$ cat config.mk
export PLATFORM = sky130hd
export DESIGN_NAME = mem_bus_arbiter
export DESIGN_NICKNAME = d
export VERILOG_FILES = /design/src/rtl/mem_bus_arbiter.sv
export SDC_FILE = /design/constraint.sdc
export NUM_CORES = 1
export LEC_CHECK = 0
export CAP_MARGIN = 30
export CORE_AREA = 2 2 122 124
export DETAILED_ROUTE_END_ITERATION = 12
export DIE_AREA = 0 0 124 126
export PLACE_DENSITY = 0.57
export REMOVE_ABC_BUFFERS = 1
export SLEW_MARGIN = 20
export SYNTH_ARGS = -nofsm -noshare
export SYNTH_HDL_FRONTEND = slang
export SYNTH_SLANG_ARGS = --single-unit
$ cat constraint.sdc
create_clock -name clk -period 6.2 [get_ports clk]
set_clock_uncertainty 0.2 [all_clocks]
set_input_delay 0.62 -clock clk [delete_from_list [all_inputs] [get_ports clk]]
set_output_delay 0.62 -clock clk [all_outputs]
set_load 0.05 [all_outputs]
$ cat src/rtl/mem_bus_arbiter.sv
// mem_bus_arbiter: round-robin arbiter sharing one single-port memory slave
// between an instruction-fetch master (m0) and a data master (m1). The granted
// master's request is forwarded combinationally and the slave response is
// routed back to it. A watchdog force-completes transfers that stall too long
// and keeps a saturating count of those events.
module mem_bus_arbiter #(
  parameter int AW      = 32,
  parameter int DW      = 32,
  parameter int TIMEOUT = 16
) (
  input  logic          clk,
  input  logic          rst,
  input  logic          m0_ss,
  input  logic          m0_ttype,
  input  logic [AW-1:0] m0_addr,
  input  logic [DW-1:0] m0_wdata,
  input  logic [1:0]    m0_tsize,
  output logic [DW-1:0] m0_rdata,
  output logic          m0_bdone,
  input  logic          m1_ss,
  input  logic          m1_ttype,
  input  logic [AW-1:0] m1_addr,
  input  logic [DW-1:0] m1_wdata,
  input  logic [1:0]    m1_tsize,
  output logic [DW-1:0] m1_rdata,
  output logic          m1_bdone,
  output logic          s_ss,
  output logic          s_ttype,
  output logic [AW-1:0] s_addr,
  output logic [DW-1:0] s_wdata,
  output logic [1:0]    s_tsize,
  input  logic [DW-1:0] s_rdata,
  input  logic          s_bdone,
  output logic          timeout_err,
  output logic [7:0]    err_count
);

  localparam int WW = $clog2(TIMEOUT) + 1;
  localparam logic [WW-1:0] WDOG_MAX = WW'(TIMEOUT - 1);

  typedef enum logic [1:0] {
    IDLE = 2'd0,
    GNT0 = 2'd1,
    GNT1 = 2'd2
  } state_t;

  state_t        state, state_nxt;
  logic          last, last_nxt;
  logic [WW-1:0] wdog, wdog_nxt;
  logic [7:0]    err_nxt;

  logic          in_gnt;
  logic          gnt_ss;
  logic          complete;
  logic          timeout;
  logic [1:0]    pick;   // {valid, master index}

  // Round-robin choice: a lone requester wins, a tie goes to the master not served last.
  function automatic logic [1:0] arb(input logic r0, input logic r1, input logic lst);
    logic [1:0] res;
    if (r0 && r1) begin
      res = {1'b1, ~lst};
    end else if (r0) begin
      res = 2'b10;
    end else if (r1) begin
      res = 2'b11;
    end else begin
      res = 2'b00;
    end
    return res;
  endfunction

  // Transfer status of the current grant; while granted, last always names the
  // granted master, so arb() with last gives the post-completion choice directly.
  always_comb begin
    in_gnt   = (state == GNT0) || (state == GNT1);
    gnt_ss   = (state == GNT0) ? m0_ss : ((state == GNT1) ? m1_ss : 1'b0);
    complete = in_gnt & gnt_ss & s_bdone;
    timeout  = in_gnt & gnt_ss & ~s_bdone & (wdog == WDOG_MAX);
    pick     = arb(m0_ss, m1_ss, last);
  end

  // State, round-robin pointer, watchdog and error counter registers.
  always_ff @(posedge clk) begin
    if (rst) begin
      state     <= IDLE;
      last      <= 1'b0;
      wdog      <= '0;
      err_count <= 8'd0;
    end else begin
      state     <= state_nxt;
      last      <= last_nxt;
      wdog      <= wdog_nxt;
      err_count <= err_nxt;
    end
  end

  // Next-state logic: grant, back-to-back handover, timeout and abort.
  always_comb begin
    state_nxt = state;
    last_nxt  = last;
    wdog_nxt  = wdog;
    err_nxt   = err_count;
    case (state)
      IDLE: begin
        if (pick[1]) begin
          state_nxt = pick[0] ? GNT1 : GNT0;
          last_nxt  = pick[0];
          wdog_nxt  = '0;
        end else begin
          state_nxt = IDLE;
        end
      end
      GNT0, GNT1: begin
        if (complete) begin
          wdog_nxt = '0;
          if (pick[1]) begin
            state_nxt = pick[0] ? GNT1 : GNT0;
            last_nxt  = pick[0];
          end else begin
            state_nxt = IDLE;
          end
        end else if (timeout) begin
          state_nxt = IDLE;
          wdog_nxt  = '0;
          if (err_count != 8'hFF) begin
            err_nxt = err_count + 8'd1;
          end else begin
            err_nxt = err_count;
          end
        end else if (!gnt_ss) begin
          state_nxt = IDLE;
          wdog_nxt  = '0;
        end else begin
          wdog_nxt = wdog + WW'(1);
        end
      end
      default: begin
        state_nxt = IDLE;
        wdog_nxt  = '0;
      end
    endcase
  end

  // Output routing; a timeout suppresses s_ss so a stalled write cannot commit.
  always_comb begin
    s_ss        = 1'b0;
    s_ttype     = 1'b0;
    s_addr      = '0;
    s_wdata     = '0;
    s_tsize     = 2'd0;
    m0_rdata    = '0;
    m0_bdone    = 1'b0;
    m1_rdata    = '0;
    m1_bdone    = 1'b0;
    timeout_err = timeout;
    case (state)
      GNT0: begin
        s_ss     = m0_ss & ~timeout;
        s_ttype  = m0_ttype;
        s_addr   = m0_addr;
        s_wdata  = m0_wdata;
        s_tsize  = m0_tsize;
        m0_rdata = timeout ? '0 : s_rdata;
        m0_bdone = (s_bdone & m0_ss) | timeout;
      end
      GNT1: begin
        s_ss     = m1_ss & ~timeout;
        s_ttype  = m1_ttype;
        s_addr   = m1_addr;
        s_wdata  = m1_wdata;
        s_tsize  = m1_tsize;
        m1_rdata = timeout ? '0 : s_rdata;
        m1_bdone = (s_bdone & m1_ss) | timeout;
      end
      default: begin
        s_ss = 1'b0;
      end
    endcase
  end

endmodule

==> metrics.txt, run 1 <==
critical path peak fanout=about 80; CTS tree=built; Clk pwr share=19.8%; critical path data required time=5.38 ns; share of the synthesized area in the top cell type=approximately a fifth; Net Sw Frac=~41%; worst hold path class=reg2reg; Hold Startpoint=wdog[3]; Routed wire per std cell=17.8 um; Peak VDD IR=0.0940 mV; Setup TNS=0 ns; share of layout cells above drive strength 1=2.38%; post-CTS sizing=0; WL final=14.5 mm; CP endpoint kind=output port; non-filler cells, final=814; initial DRC count=227; Critical Path AT=3.34 ns; met3 usage=approximately 3.9%; power share of the sequential group=between 10% and 20%; Avg Inst Size Synth=~7.0 um^2; Final nets=slightly above 800; setup violators final=0; P&R area growth vs syn=139%; RSZ-0062 raised after global routing=false; f_max=240 MHz; sequential area share after synthesis=13.2%; Placed Cells=slightly above 800; relative slew slack=51.1%; # diodes=0; Mapped Area=~2400 um^2; I/O Pins=~310; crit share post-route=67.1%; Bufs on Longest Clock Path=2; P per Cell Area=122 nW/um^2; Synth area leaders=a22oi_1, nor2b_1, and3_1, dfxtp_1, clkbuf_1; Initial Util=17.0%; Pleak=~2.1 nW; GR Layer Usage met2=33.2%; Die Y=between 100 and 150 um; clock slew at reported path FFs=0.05 ns; critical path cell sequence=inv_1 > ha_1 > buf_8 > nand4b_2 > a211o_1 > buf_4 > a21boi_0 > clkdlybuf4s50_1; GRT busiest layer=met2; vias in the first global route=3666; postcts setup bufs=0; routed vias=3860; routing usage on met1=18.6%; CTS HTree Levels=1; die width=roughly 120 um; status=completed; largest net degree at the start of global routing=104; Final GP Congestion=0.791; Synth cell types=36; Avg Vias per Cell=4.74; Tmin final=4.16 ns; Min-Delay Endpoint=wdog[3]; Final HPWL DP=approximately 12 mm; Placement Rows=44; CP max stage delay=about 0.83 ns; P_int=approximately 420 uW; initial antenna violation count=0; total congestion overflow=0; hold buffers post-CTS=0; critical path startpoint category=flip-flop; FF-to-FF setup slack=3.23 ns; Clock Sinks=16; Die ar.=15600 um^2; CTS Root Cell=clkbuf_16; most common cell after layout, fill and taps aside=clkdlybuf4s50_1; Max-Cap Viols=0; core footprint=14300 um^2; Synth area leader=a22oi_1; total track usage=17.2%; DR DRC count=0; RR Endpoint=err_count[5]; Clock Latency Late Sink=0.25 ns; #FFs+latches synth=16; Util after Layout=40.5%; TritonCTS buffer count=3; first-pass GRT wire length=20.7 mm; Hold Violations, Final=0; r2r worst-path depth=8; Worst Setup Path Type=reg2out; Hold Path Depth=2; Cells after Synth=349; Sw Pwr=about 290 uW; commonest non-fill, non-tap cells in the layout=clkdlybuf4s50_1, nor2b_1, a22oi_1; Port Buffers=roughly 310; YS warnings=0; CP max-delay cell=clkdlybuf4s50_1; DR pass1 iterations=4; Worst-Margin Slew=0.734 ns; worst r2r src=state[1]; Detail Route Antenna Nets=0; Comb power frac=65.1%; Max Slew Vio Count=0
flip-flops by register name, summed over array words and instances, names as in the netlist:
| signal | count |
|---|---|
| err_count | 8 |
| wdog | 5 |
| state | 2 |
| last | 1 |
cell type report:
type,instances,area (um^2)
inverters,6,22.5
clock buffers,4,88.8
multi-input cells,286,1940
flip-flops and latches,16,320
repair buffers,318,3200
well taps,184,230
fillers,1483,8510
metrics by stage:
step                area [um^2]  power, mW  hold WS, ns  worst slack, ns
finish                     5800      0.711        0.301             2.04
global route               5800      0.747        0.327             1.85
CTS                        5780      0.715        0.301             1.67
detailed placement         5690      0.572        0.289             1.94
global placement           5670      0.567        0.269             2.05
floorplan                  2270      0.348        0.253            0.894
per-layer routing:
layer | share of wire (%) | wire length, um
met5 | 0 | 0
met4 | 2.2 | 314
met3 | 9.1 | 1320
met2 | 53 | 7640
met1 | 36 | 5250
cells in the mapped netlist (all sizes together):
| cell | n |
|---|---|
| nor2b | 72 |
| o21ai | 6 |
| or3 | 4 |
| a21o | 2 |
| and3 | 66 |
| a2bb2oi | 1 |
| nand3b | 2 |
| nor3b | 1 |
| ha | 8 |
| a211oi | 1 |
| a21oi | 9 |
| o211ai | 1 |
| buf | 8 |
| o21bai | 1 |
| clkbuf | 33 |
| mux2 | 1 |
| nand4b | 1 |
| a32o | 2 |
| nand2 | 7 |
| a211o | 2 |
| inv | 6 |
| a311oi | 1 |
| dfxtp | 16 |
| o31ai | 3 |
| or4 | 3 |
| nand3 | 8 |
| o41ai | 1 |
| nor2 | 7 |
| a21boi | 4 |
| a22oi | 68 |
| mux2i | 1 |
| nand4 | 1 |
| a31oi | 2 |
cell families after synthesis:
logic type                 count (synthesis)  synth area share, %
AOI/OAI and AO/OA                        104                 30.9
adders and majority gates                  8                 4.12
and+or+nand+nor                          172                 43.3
DFF                                       16                 13.2
buffers and inverters                     47                 7.66
muxes                                      2                0.874
worst max path at each step:
stage               slack [ns]  startpoint  cells after the start            to
floorplan                 0.89    state[0]                      5      m0_bdone
global placement          2.05    state[1]                      7  m0_rdata[14]
detailed placement        1.94    state[0]                      7      m1_bdone
CTS                       1.67    state[0]                      7      m1_bdone
global route              1.85    state[1]                      8  m1_rdata[14]
finish                    2.04    state[1]                      8      m1_bdone
critical path, delay by kind of cell, from the launching register on:
kind / cells / cell delay [ns]
buffers and inverters: 4 / 1.47
and+or+nand+nor: 1 / 0.26
adders and majority gates: 1 / 0.36
AOI/OAI and AO/OA: 2 / 0.57
DFF: 1 / 0.40
power by group through the flow:
stage | Clock [mW] | Sequential, mW | Combinational [mW]
2_1_floorplan | 0 | 0.109 | 0.240
3_3_place_gp | 0 | 0.109 | 0.458
3_5_place_dp | 0 | 0.109 | 0.463
4_1_cts | 0.144 | 0.107 | 0.464
5_1_grt | 0.149 | 0.108 | 0.491
6_report | 0.141 | 0.107 | 0.463
Power figures use the tool's default switching activity.
==> run 2, diff against run 1 <==
- clock period: 6.2 -> 4.28 ns (I/O delays scaled with it)
==> run 2 against run 1 <==
Effect of this change:
- clock-buffer cell count decreased by 1
- flip-flop and latch count unchanged
- hold slack improved by 0.014 ns
- critical path type unchanged
- largest power group unchanged
==> metrics.txt, run 2 (synthesis gave the netlist of run 1 again) <==
CP top delay family=buffers and inverters; vias in the first global route=3884; Hold Violations, Final=0; CTS tree=built; critical path startpoint category=flip-flop; worst hold path class=reg2reg; worst r2r src=state[0]; CP endpoint kind=output port; DR pass1 iterations=7; Worst Setup EP=s_ss; initial DRC count=roughly 180; Placement Rows=44; CTS HTree Levels=1; Max-Cap Viols=0; Initial Util=roughly 17%; Clock Sinks=16; Clock Latency Late Sink=0.24 ns; fillcell total=1356; r2r worst-path depth=7; Port Buffers=313; commonest non-fill, non-tap cells in the layout=clkdlybuf4s50_1, nor2b_1, buf_12; Max Slew Vio Count=0; largest net degree at the start of global routing=a little under 70; setup violators final=0; Die Y=around 130 um; met2 wire len=8.02 mm; die width=124 um; pre-CTS setup slack=approximately 0.85 ns; Die ar.=roughly 16000 um^2; Final GP Congestion=0.799; hold slack=roughly 0.32 ns; post-CTS sizing=0; routed vias=a little under 4k; CP Buf/Inv Count=3; RR Endpoint=err_count[7]; I/O Pins=314; relative slew slack=44.1%; Routed wire per std cell=~19 um; CTS Root Cell=clkbuf_16; Bufs on Longest Clock Path=2; Peak VDD IR=roughly 0.13 mV; hold buffers post-CTS=0; Seq. cell area=320 um^2; total track usage=18.0%; Worst Slack Setup Final=a little under 0.7 ns; largest registers=err_count: 8 flops, wdog: 5 flops, state: 2 flops; # diodes=0; Metal-1 WL=5.57 mm; total congestion overflow=0; critical path peak fanout=49; Critical Path AT=2.97 ns; max FFs per register=8; Setup TNS=0 ns; most common cell after layout, fill and taps aside=clkdlybuf4s50_1; core footprint=14300 um^2; Worst path depth=7; routed wl met3=1.47 mm; Placed Cells=811; first-pass GRT wire length=21.9 mm; share of layout cells above drive strength 1=around an eighth; critical path cell sequence=inv_1 > ha_2 > nand4b_2 > a211o_1 > buf_4 > and3_1 > buf_12; FF-to-FF setup slack=roughly 1.1 ns; DR DRC count=0; Pleak=2.40 nW; Tmin final=between 3 and 4 ns; RSZ-0062 raised after global routing=false; f_max=278 MHz; P&R area growth vs syn=166%; critical path data required time=3.65 ns; Pwr Total=about 1.1 mW; Final HPWL DP=roughly 13 mm; TritonCTS buffer count=3; crit share post-route=84.0%; WL final=15.3 mm; Multi-input gate area=1940 um^2; non-filler cells, final=814; top sig layer=met4; initial antenna violation count=0; worst setup path start=state[0]; Detail Route Antenna Nets=0; Worst-Margin Slew=0.838 ns; Worst Setup Path Type=reg2out; CP max-delay cell=a211o_1; largest reg by FF count=err_count; CP max stage delay=0.69 ns; P per Cell Area=168 nW/um^2; postcts setup bufs=0; Avg Vias per Cell=4.75; clock slew at reported path FFs=0.05 ns; status=completed; Final nets=811
==> run 2: cell count changes in the layout (fill, tap and decap cells not counted), sizes merged <==
cell / before / now
clkbuf: 4 / 3
buf: 5 / 74
clkdlybuf4s50: 313 / 245
==> run 2: worst min-delay path by stage <==
stage,startpoint,to,slack (ns),cells after the start
final,err_count[7],err_count[7],0.32,2
after global routing,err_count[5],err_count[5],0.34,2
after CTS,err_count[7],err_count[7],0.32,2
after detailed placement,err_count[7],err_count[7],0.31,2
after global placement,wdog[4],wdog[4],0.28,2
after floorplan,wdog[3],wdog[3],0.25,2
==> run 2: worst register-to-register path, delay by kind of cell, from the launching register on <==
kind | cells | cell delay [ns]
flip-flops | 1 | 0.40
AND/OR/NAND/NOR | 2 | 0.73
adder cells (fa/ha/maj) | 1 | 0.41
AO/OA/AOI/OAI | 2 | 0.77
buffers and inverters | 2 | 0.56
==> run 2: through the flow <==
| stage | utilization, % | area, um^2 |
|---|---|---|
| finish | 45.1 | 6460 |
| global route | 45.1 | 6460 |
| CTS | 45.1 | 6460 |
| detailed placement | 44.6 | 6390 |
| global placement | 44.6 | 6390 |
| floorplan | - | 2270 |
==> run 2: layout make-up <==
class	count	share of cell area (%)
clock buffers	3	1.16
inverters	6	0.348
multi-input cells	286	30.1
flip-flops and latches	16	4.96
well taps	184	3.56
repair buffers	319	59.9
==> run 2: layer usage <==
| layer | vias to the layer above | GRT usage [%] |
|---|---|---|
| li1 | 1856 | - |
| met4 | 0 | 3.04 |
| met3 | 14 | 4.30 |
| met5 | - | 0 |
| met2 | 224 | 35.0 |
| met1 | 1774 | 19.5 |
==> run 2: where the power goes <==
group | switching, mW | internal (mW)
clock | 0.0566 | 0.123
combinational | 0.379 | 0.372
sequential | 0.00295 | 0.152
==> run 3, diff against run 2 <==
- clock period: 4.28 -> 3.4 ns (I/O delays scaled with it)
==> run 3 against run 2 <==
Effect of this change:
- register-to-register slack lost 0.54 ns
- sequential power grew 26%
- core utilization down 0.28 points
- via count grew 2.8%
- global-route usage grew 0.21 points
- sequential share of layout area about the same
- highest routed layer unchanged
==> metrics.txt, run 3 (synthesis gave the netlist of run 1 again) <==
status=completed; Final GP Congestion=0.833; Avg Vias per Cell=~4.9; CTS HTree Levels=1; Worst-Margin Slew=0.705 ns; crit share post-route=between 90% and 100%; Routed wire per std cell=18.7 um; first-pass GRT wire length=22.0 mm; critical path peak fanout=48; CTS tree=built; Peak VDD IR=0.152 mV; hold buffers post-CTS=0; die width=roughly 120 um; non-filler cells, final=819; Worst Setup Path Type=reg2out; Detail Route Antenna Nets=0; Port Buffers=~310; TritonCTS buffer count=3; critical path data required time=2.86 ns; vias in the first global route=3999; DR DRC count=0; commonest non-fill, non-tap cells in the layout=clkdlybuf4s50_1, nor2b_1, buf_12; Tmin final=3.19 ns; Placed Cells=816; Placement Rows=44; Multi-input gate area=between 1500 and 2000 um^2; largest reg by FF count=err_count; postcts setup bufs=0; Clock Sinks=16; hold slack=0.306 ns; worst hold path class=reg2reg; post-CTS sizing=0; Critical Path AT=2.65 ns; relative slew slack=52.9%; fillcell total=1416; critical path startpoint category=flip-flop; Pwr Total=1.37 mW; RSZ-0062 raised after global routing=false; FF-to-FF setup slack=0.60 ns; P&R area growth vs syn=164%; Max-Cap Viols=0; I/O Pins=314; fin area=6420 um^2; clock slew at reported path FFs=0.05 ns; DR pass1 iterations=4; total track usage=18.2%; Pleak=about 2.5 nW; Die ar.=15600 um^2; Seq. cell area=320 um^2; Area after DPL=6350 um^2; routed vias=approximately 4.0k; Bufs on Longest Clock Path=2; max FFs per register=8; CTS Root Cell=clkbuf_16; Die Y=126 um; f_max=314 MHz; setup violators final=0; largest registers=err_count: 8 flops, wdog: 5 flops, state: 2 flops; initial antenna violation count=0; Hold Violations, Final=0; WL final=between 15 and 20 mm; total congestion overflow=0; CP endpoint kind=output port; Setup TNS=0 ns; initial DRC count=265; Final HPWL DP=12.7 mm; share of layout cells above drive strength 1=18.7%; P per Cell Area=214 nW/um^2; Final nets=816; Initial Util=roughly 17%; most common cell after layout, fill and taps aside=clkdlybuf4s50_1; Clock Latency Late Sink=0.25 ns; core footprint=roughly 14000 um^2; Max Slew Vio Count=0; largest net degree at the start of global routing=80; # diodes=0
[run 3: final cells by class]
class / instances / share of cell area (%)
Inverter: 6 / 0.351
Multi-Input combinational cell: 286 / 30.3
Sequential cell: 16 / 4.99
Timing Repair Buffer: 324 / 59.7
Clock buffer: 3 / 1.17
Tap cell: 184 / 3.58
[run 3: worst paths after layout]
path / from / cells past startpoint / end
setup / recovery: state[1] / 5 / s_wdata[26]
hold / removal: wdog[4] / 2 / wdog[4]
setup reg to reg: state[1] / 7 / err_count[5]
hold reg to reg: wdog[4] / 2 / wdog[4]
[run 3: power by group]
part	internal [mW]	switching, mW	leakage, nW
clock network	0.154	0.0712	0.0370
logic	0.470	0.482	2.32
registers	0.192	0.00387	0.129
total	0.816	0.557	2.49
[run 3: per-stage QoR]
step,setup WS [ns],utilization [%]
after floorplan,-1.63,-
after global placement,0.480,44.3
after detailed placement,0.445,44.3
after CTS,0.170,44.9
after global routing,0.0672,44.9
final,0.214,44.9
[run 3: critical path: stages, from the launching register on]
cell,delay (ns)
dfxtp_1,0.41
inv_1,0.11
ha_2,0.42
buf_4,0.38
nor2b_1,0.23
clkdlybuf4s50_1,0.83
[run 3: routing by layer]
metal | part of all wire (%) | track usage [%] | routed length, um | vias up
met1 | 36 | 19.9 | 5470 | 1841
met5 | 0 | 0 | 0 | -
li1 | - | - | - | 1867
met2 | 51 | 34.0 | 7810 | 239
met4 | 3.2 | 5.42 | 485 | 0
met3 | 10 | 4.44 | 1530 | 30
